## config.mk

```make
export PLATFORM = sky130hd
export DESIGN_NAME = block_buffer_flat
export DESIGN_NICKNAME = d
export VERILOG_FILES = /design/src/rtl/block_buffer_if.sv /design/src/rtl/block_buffer.sv /design/src/flat_wrapper.sv
export SDC_FILE = /design/constraint.sdc
export NUM_CORES = 1
export LEC_CHECK = 0
export BUFFER_PORTS_ARGS = -buffer_cell sky130_fd_sc_hd__buf_4
export CORE_MARGIN = 2
export CORE_UTILIZATION = 48
export CTS_CLUSTER_DIAMETER = 60
export DETAILED_ROUTE_END_ITERATION = 10
export PLACE_DENSITY = 0.83
export SLEW_MARGIN = 10
export SYNTH_ARGS = -nofsm -noshare
export SYNTH_HDL_FRONTEND = slang
export SYNTH_SLANG_ARGS = --single-unit
```

## constraint.sdc

```tcl
create_clock -name clk -period 2.14 [get_ports clk]
set_clock_uncertainty 0.2 [all_clocks]
set_input_delay 0.214 -clock clk [delete_from_list [all_inputs] [get_ports clk]]
set_output_delay 0.214 -clock clk [all_outputs]
set_load 0.05 [all_outputs]
```

## src/rtl/block_buffer_if.sv

```systemverilog
// Bus bundle between the address generator / DES core side and block_buffer.
// The master modport is the environment; the slave modport is the buffer itself.
interface block_buffer_if;
    logic [15:0] address;
    logic        write_en;
    logic        read_en;
    logic [7:0]  wdata;
    logic [63:0] block_out;
    logic        block_valid;
    logic        block_ready;
    logic        result_load;
    logic [63:0] result_in;
    logic [7:0]  rdata;
    logic        rdata_valid;
    logic        result_pending;
    logic        err;
    logic        err_clr;

    modport master (
        output address, write_en, read_en, wdata, block_ready,
               result_load, result_in, err_clr,
        input  block_out, block_valid, rdata, rdata_valid,
               result_pending, err
    );

    modport slave (
        input  address, write_en, read_en, wdata, block_ready,
               result_load, result_in, err_clr,
        output block_out, block_valid, rdata, rdata_valid,
               result_pending, err
    );
endinterface

```

## src/rtl/block_buffer.sv

```systemverilog
// Byte-wide staging buffer around a 64-bit DES core: assembles 8 written bytes
// into a block, hands it off, then lets the 8 result bytes be read back.
module block_buffer (
    input  logic           clk,
    input  logic           n_rst,
    block_buffer_if.slave  io_bus
);

    typedef enum logic [1:0] {FILL, FULL, BUSY, DRAIN} state_t;

    state_t      r_state;
    logic [2:0]  r_wrCount;
    logic [2:0]  r_rdCount;
    logic [63:0] r_block;
    logic [63:0] r_result;
    logic [7:0]  r_rdata;
    logic        r_rdataValid;
    logic        r_blockValid;
    logic        r_resultPending;
    logic        r_err;

    logic [2:0]  w_lane;
    logic [5:0]  w_laneBase;
    logic        w_wrErr;
    logic        w_rdErr;
    logic        w_ldErr;
    logic        w_anyErr;

    // Lane 0 is the most significant byte, so the bit offset is (7 - lane) * 8.
    assign w_lane     = io_bus.address[2:0];
    assign w_laneBase = {~w_lane, 3'b000};

    assign w_wrErr  = io_bus.write_en    && (r_state != FILL);
    assign w_rdErr  = io_bus.read_en     && (r_state != DRAIN);
    assign w_ldErr  = io_bus.result_load && (r_state != BUSY);
    assign w_anyErr = w_wrErr || w_rdErr || w_ldErr;

    always_ff @(posedge clk or negedge n_rst) begin
        if (!n_rst) begin
            r_state         <= FILL;
            r_wrCount       <= 3'd0;
            r_rdCount       <= 3'd0;
            r_block         <= 64'd0;
            r_result        <= 64'd0;
            r_rdata         <= 8'h00;
            r_rdataValid    <= 1'b0;
            r_blockValid    <= 1'b0;
            r_resultPending <= 1'b0;
            r_err           <= 1'b0;
        end else begin
            r_rdataValid <= 1'b0;

            // A fresh error wins over a simultaneous clear.
            if (w_anyErr) begin
                r_err <= 1'b1;
            end else if (io_bus.err_clr) begin
                r_err <= 1'b0;
            end

            case (r_state)
                FILL: begin
                    if (io_bus.write_en) begin
                        r_block[w_laneBase +: 8] <= io_bus.wdata;
                        if (r_wrCount == 3'd7) begin
                            r_state      <= FULL;
                            r_wrCount    <= 3'd0;
                            r_blockValid <= 1'b1;
                        end else begin
                            r_wrCount <= r_wrCount + 3'd1;
                        end
                    end
                end
                FULL: begin
                    if (io_bus.block_ready) begin
                        r_state      <= BUSY;
                        r_blockValid <= 1'b0;
                    end
                end
                BUSY: begin
                    if (io_bus.result_load) begin
                        r_result        <= io_bus.result_in;
                        r_state         <= DRAIN;
                        r_resultPending <= 1'b1;
                    end
                end
                DRAIN: begin
                    if (io_bus.read_en) begin
                        r_rdata      <= r_result[w_laneBase +: 8];
                        r_rdataValid <= 1'b1;
                        // Last byte out: start the next block from a clean slate.
                        if (r_rdCount == 3'd7) begin
                            r_state         <= FILL;
                            r_rdCount       <= 3'd0;
                            r_resultPending <= 1'b0;
                            r_block         <= 64'd0;
                        end else begin
                            r_rdCount <= r_rdCount + 3'd1;
                        end
                    end
                end
                default: r_state <= FILL;
            endcase
        end
    end

    assign io_bus.block_out      = r_block;
    assign io_bus.block_valid    = r_blockValid;
    assign io_bus.rdata          = r_rdata;
    assign io_bus.rdata_valid    = r_rdataValid;
    assign io_bus.result_pending = r_resultPending;
    assign io_bus.err            = r_err;

endmodule

```

## src/flat_wrapper.sv

```systemverilog
// flat-port wrapper written by rule: the top's interface ports become plain ports
module block_buffer_flat 
  (clk, n_rst, io_bus_address, io_bus_write_en, io_bus_read_en, io_bus_wdata, io_bus_block_ready, io_bus_result_load, io_bus_result_in, io_bus_err_clr, io_bus_block_out, io_bus_block_valid, io_bus_rdata, io_bus_rdata_valid, io_bus_result_pending, io_bus_err);
  block_buffer_if io_bus_i ();
  input  logic clk;
  input  logic n_rst;
  input wire logic [$bits(io_bus_i.address)-1:0] io_bus_address;
  input wire logic [$bits(io_bus_i.write_en)-1:0] io_bus_write_en;
  input wire logic [$bits(io_bus_i.read_en)-1:0] io_bus_read_en;
  input wire logic [$bits(io_bus_i.wdata)-1:0] io_bus_wdata;
  input wire logic [$bits(io_bus_i.block_ready)-1:0] io_bus_block_ready;
  input wire logic [$bits(io_bus_i.result_load)-1:0] io_bus_result_load;
  input wire logic [$bits(io_bus_i.result_in)-1:0] io_bus_result_in;
  input wire logic [$bits(io_bus_i.err_clr)-1:0] io_bus_err_clr;
  output wire logic [$bits(io_bus_i.block_out)-1:0] io_bus_block_out;
  output wire logic [$bits(io_bus_i.block_valid)-1:0] io_bus_block_valid;
  output wire logic [$bits(io_bus_i.rdata)-1:0] io_bus_rdata;
  output wire logic [$bits(io_bus_i.rdata_valid)-1:0] io_bus_rdata_valid;
  output wire logic [$bits(io_bus_i.result_pending)-1:0] io_bus_result_pending;
  output wire logic [$bits(io_bus_i.err)-1:0] io_bus_err;
  assign io_bus_i.address = io_bus_address;
  assign io_bus_i.write_en = io_bus_write_en;
  assign io_bus_i.read_en = io_bus_read_en;
  assign io_bus_i.wdata = io_bus_wdata;
  assign io_bus_i.block_ready = io_bus_block_ready;
  assign io_bus_i.result_load = io_bus_result_load;
  assign io_bus_i.result_in = io_bus_result_in;
  assign io_bus_i.err_clr = io_bus_err_clr;
  assign io_bus_block_out = io_bus_i.block_out;
  assign io_bus_block_valid = io_bus_i.block_valid;
  assign io_bus_rdata = io_bus_i.rdata;
  assign io_bus_rdata_valid = io_bus_i.rdata_valid;
  assign io_bus_result_pending = io_bus_i.result_pending;
  assign io_bus_err = io_bus_i.err;
  block_buffer u_core (.clk(clk), .n_rst(n_rst), .io_bus(io_bus_i));
endmodule
```

==> results.sh <==
export IMPL_status="finished, final reports clean"
export IMPL_clock_tree_buffer_depth=2
export IMPL_ys_flop_type="dfrtp_1"
export IMPL_pre_cts_slack_ps=-166
export IMPL_syn2layout_area_growth_pct=44.7
export IMPL_synthMuxAreaShare=0.161
export IMPL_syn_area_mm2=0.00692
export IMPL_arrival_ps=2170
export IMPL_hold_viol_final=0
export IMPL_cts_clk_slew_worst_paths_ps=60
export IMPL_grt_usage=0.277
export IMPL_cpPeakStageDelay_ps=410
export IMPL_clock_sinks=148
export IMPL_synth_top_area_share=0.535
export IMPL_core_area_mm2=0.0140
export IMPL_gr_total_overflow=0
export IMPL_setup_slack_ps=73.1
export IMPL_worstMarginPinSlew_ps=663
export IMPL_critPathMaxFanout=8
export IMPL_synth_distinct_cells=42
export IMPL_grt_pass1_wl_um=32100
export IMPL_hold_path_class="input port to register"
export IMPL_ant_nets=0
export IMPL_final_max_slew_viol_count=0
export IMPL_power_density_mw_per_mm2=1450
export IMPL_critical_path_top_delay_family="buffers and inverters"
export IMPL_synth_warnings=0
export IMPL_power_mw=14.5
export IMPL_routedWlPerCell_um=20.0
export IMPL_path_cells="inv_1 > ha_2 > mux2i_4 > buf_4 > nor3_4 > buf_12 > a22oi_1 > o21ai_1"
export IMPL_ys_seq_area_frac=0.535
export IMPL_std_cell_rows=43
export IMPL_power_leakage_nw=4.69
export IMPL_cp_start_kind="register"
export IMPL_maxSlewHeadroom=0.556
export IMPL_dr_pass1_iters=6
export IMPL_critPathRequiredTime_ps=2240
export IMPL_final_nets=975
export IMPL_dieHeight_um=124
export IMPL_cts_buffers=17
export IMPL_yosys_area_share_simple=0.130
export IMPL_globalplace_congestion=0.820
export IMPL_hpwl_um=13000
export IMPL_syn_avg_cell_area_um2=11.2
export IMPL_max_vdd_ir_drop_mv=0.762
export IMPL_tns_ps=0
export IMPL_crit_slowest_cell="dfrtp_1"
export IMPL_ys_ff_latch=148
export IMPL_vias_per_cell=5.88
export IMPL_wirelength_um=21300
export IMPL_io_pins=171
export IMPL_worstSetupPathType="register to register"
export IMPL_grt_max_degree=65
export IMPL_yosysTopAreaCell="dfrtp_1"
export IMPL_syn_nets=722
export IMPL_synthArstFlopShare=1.00
export IMPL_netlist_instances=616
export IMPL_cts_tree="yes"
export IMPL_synth_edf_count=0
export IMPL_detail_route_iter0_violations=512
export IMPL_final_common_cell="buf_4"
export IMPL_n_fill_cell=935
export IMPL_start_util=0.495
export IMPL_vias=6242
export IMPL_grt_pass1_vias=6360
export IMPL_worst_setup_path_end_kind="register"
export IMPL_path_buf_inv=3
export IMPL_drv_cap=0
export IMPL_root_buffer="clkbuf_16"
export IMPL_drc=0
export IMPL_final_cell_mix="buf_4 (185), dfrtp_1 (148), nand2_1 (98)"
export IMPL_utilization=0.716
export IMPL_fmax_mhz=484
export IMPL_final_layout_size_suffix_gt1_frac=0.357
export IMPL_synthAdderAreaFrac=0.0199
export IMPL_worstSkewPairLatency_ps=430
export IMPL_setup_violations=0
export IMPL_min_period_ps=2070
export IMPL_htree_levels=4
export IMPL_synth_xor_xnor_area_share=0
export IMPL_min_period_over_period=0.966
export IMPL_antenna_found_initial=0
export IMPL_die_w_um=124
export IMPL_numPortBuffers=157
export IMPL_synth_compound_area_share=0.123
export IMPL_synth_top_family_by_area="multiplexers"
export IMPL_antenna_cells=0
export IMPL_synth_area_leaders="dfrtp_1 (54%), mux2_2 (11%), nand2_1 (5.4%), mux2i_1 (4.6%), a22oi_1 (3.7%)"
export IMPL_die_area_mm2=0.0154
==> registers in the layout (all words and copies together) (netlist names) <==
register	cells
u_core.io_bus.block_out	64
u_core.io_bus.block_valid	1
u_core.io_bus.err	1
u_core.io_bus.rdata	8
u_core.io_bus.rdata_valid	1
u_core.io_bus.result_pending	1
u_core.r_rdCount	3
u_core.r_result	64
u_core.r_state	2
u_core.r_wrCount	3
==> per-layer routing <==
metal	track usage	wire length, um
met1	0.319	7470
met2	0.475	11000
met4	0.141	873
met5	0	0
met3	0.0701	1920
==> worst reg2reg max path: stages (launching register included) <==
cell and delay, ps:
dfrtp_1 410, inv_1 100, ha_2 260, mux2i_4 330, buf_4 190, nor3_4 50
buf_12 130, a22oi_1 170, o21ai_1 90
==> final timing paths <==
| check | slack, ps | depth (start not counted) | start | end |
|---|---|---|---|---|
| hold reg to reg | 280 | 2 | u_core.io_bus.rdata[2] | u_core.io_bus.rdata[2] |
| hold / removal | 80 | 5 | io_bus_block_ready | u_core.io_bus.block_valid |
| setup / recovery | 70 | 8 | u_core.r_state[0] | u_core.io_bus.block_out[57] |
| min in group asynchronous | 120 | 2 | n_rst | u_core.io_bus.block_out[23] |
| max in group asynchronous | 910 | 3 | n_rst | u_core.r_result[34] |
| setup reg to reg | 70 | 8 | u_core.r_state[0] | u_core.io_bus.block_out[57] |
==> area by class of cell <==
class / instances / area (um2) / area share
Multi-Input combinational cell: 419 / 3050 / 0.305
Timing Repair Buffer: 275 / 2390 / 0.239
Tap cell: 180 / 225 / 0.0225
Sequential cell: 148 / 3700 / 0.370
Inverter: 8 / 30.0 / 0.00300
Clock inverter: 11 / 125 / 0.0125
Clock buffer: 21 / 480 / 0.0480
==> cells in the mapped netlist (14+ instances only) <==
library cell  number
a22oi_1           34
clkbuf_1          24
dfrtp_1          148
mux2_2            69
mux2i_1           32
nand2_1          100
nand3_1           49
nor2b_1           14
o211ai_1          16
o21ai_1           17
o221ai_1          17
==> repair_timing <==
item | CTS | global route
gates resized for setup | 0 | 9
endpoints found under the setup margin | 6 | 64
hold endpoints to repair | 174 | 0
gates cloned | 1 | 3
pin swaps | 1 | 5
buffers inserted | 0 | 4
hold buffers | 78 | 0
==> power by group <==
group	leakage [nW]	total, mW	internal (mW)	switching [mW]
combinational	2.77	6.75	2.76	3.99
clock	0.284	3.03	1.84	1.20
sequential	1.64	4.68	3.92	0.759
total	4.69	14.5	8.52	5.94
==> logic make-up (layout without fill, tap and decap cells) <==
| group | Yosys count | in the layout |
|---|---|---|
| AOI/OAI and AO/OA | 120 | 120 |
| adders and majority gates | 11 | 11 |
| buffers and inverters | 50 | 315 |
| DFF | 148 | 148 |
| muxes | 102 | 102 |
| and+or+nand+nor | 185 | 186 |
==> per-stage QoR <==
stage / std cells / hold WS [ps] / cell area, um2
after global placement: 944 / 4.10 / 8460
after detailed placement: 944 / 18.2 / 8460
after floorplan: 616 / -282 / 6920
after CTS: 1055 / 71.2 / 9850
final: 1062 / 81.4 / 10000
after global routing: 1062 / 136 / 10000
Power figures use the tool's default switching activity.
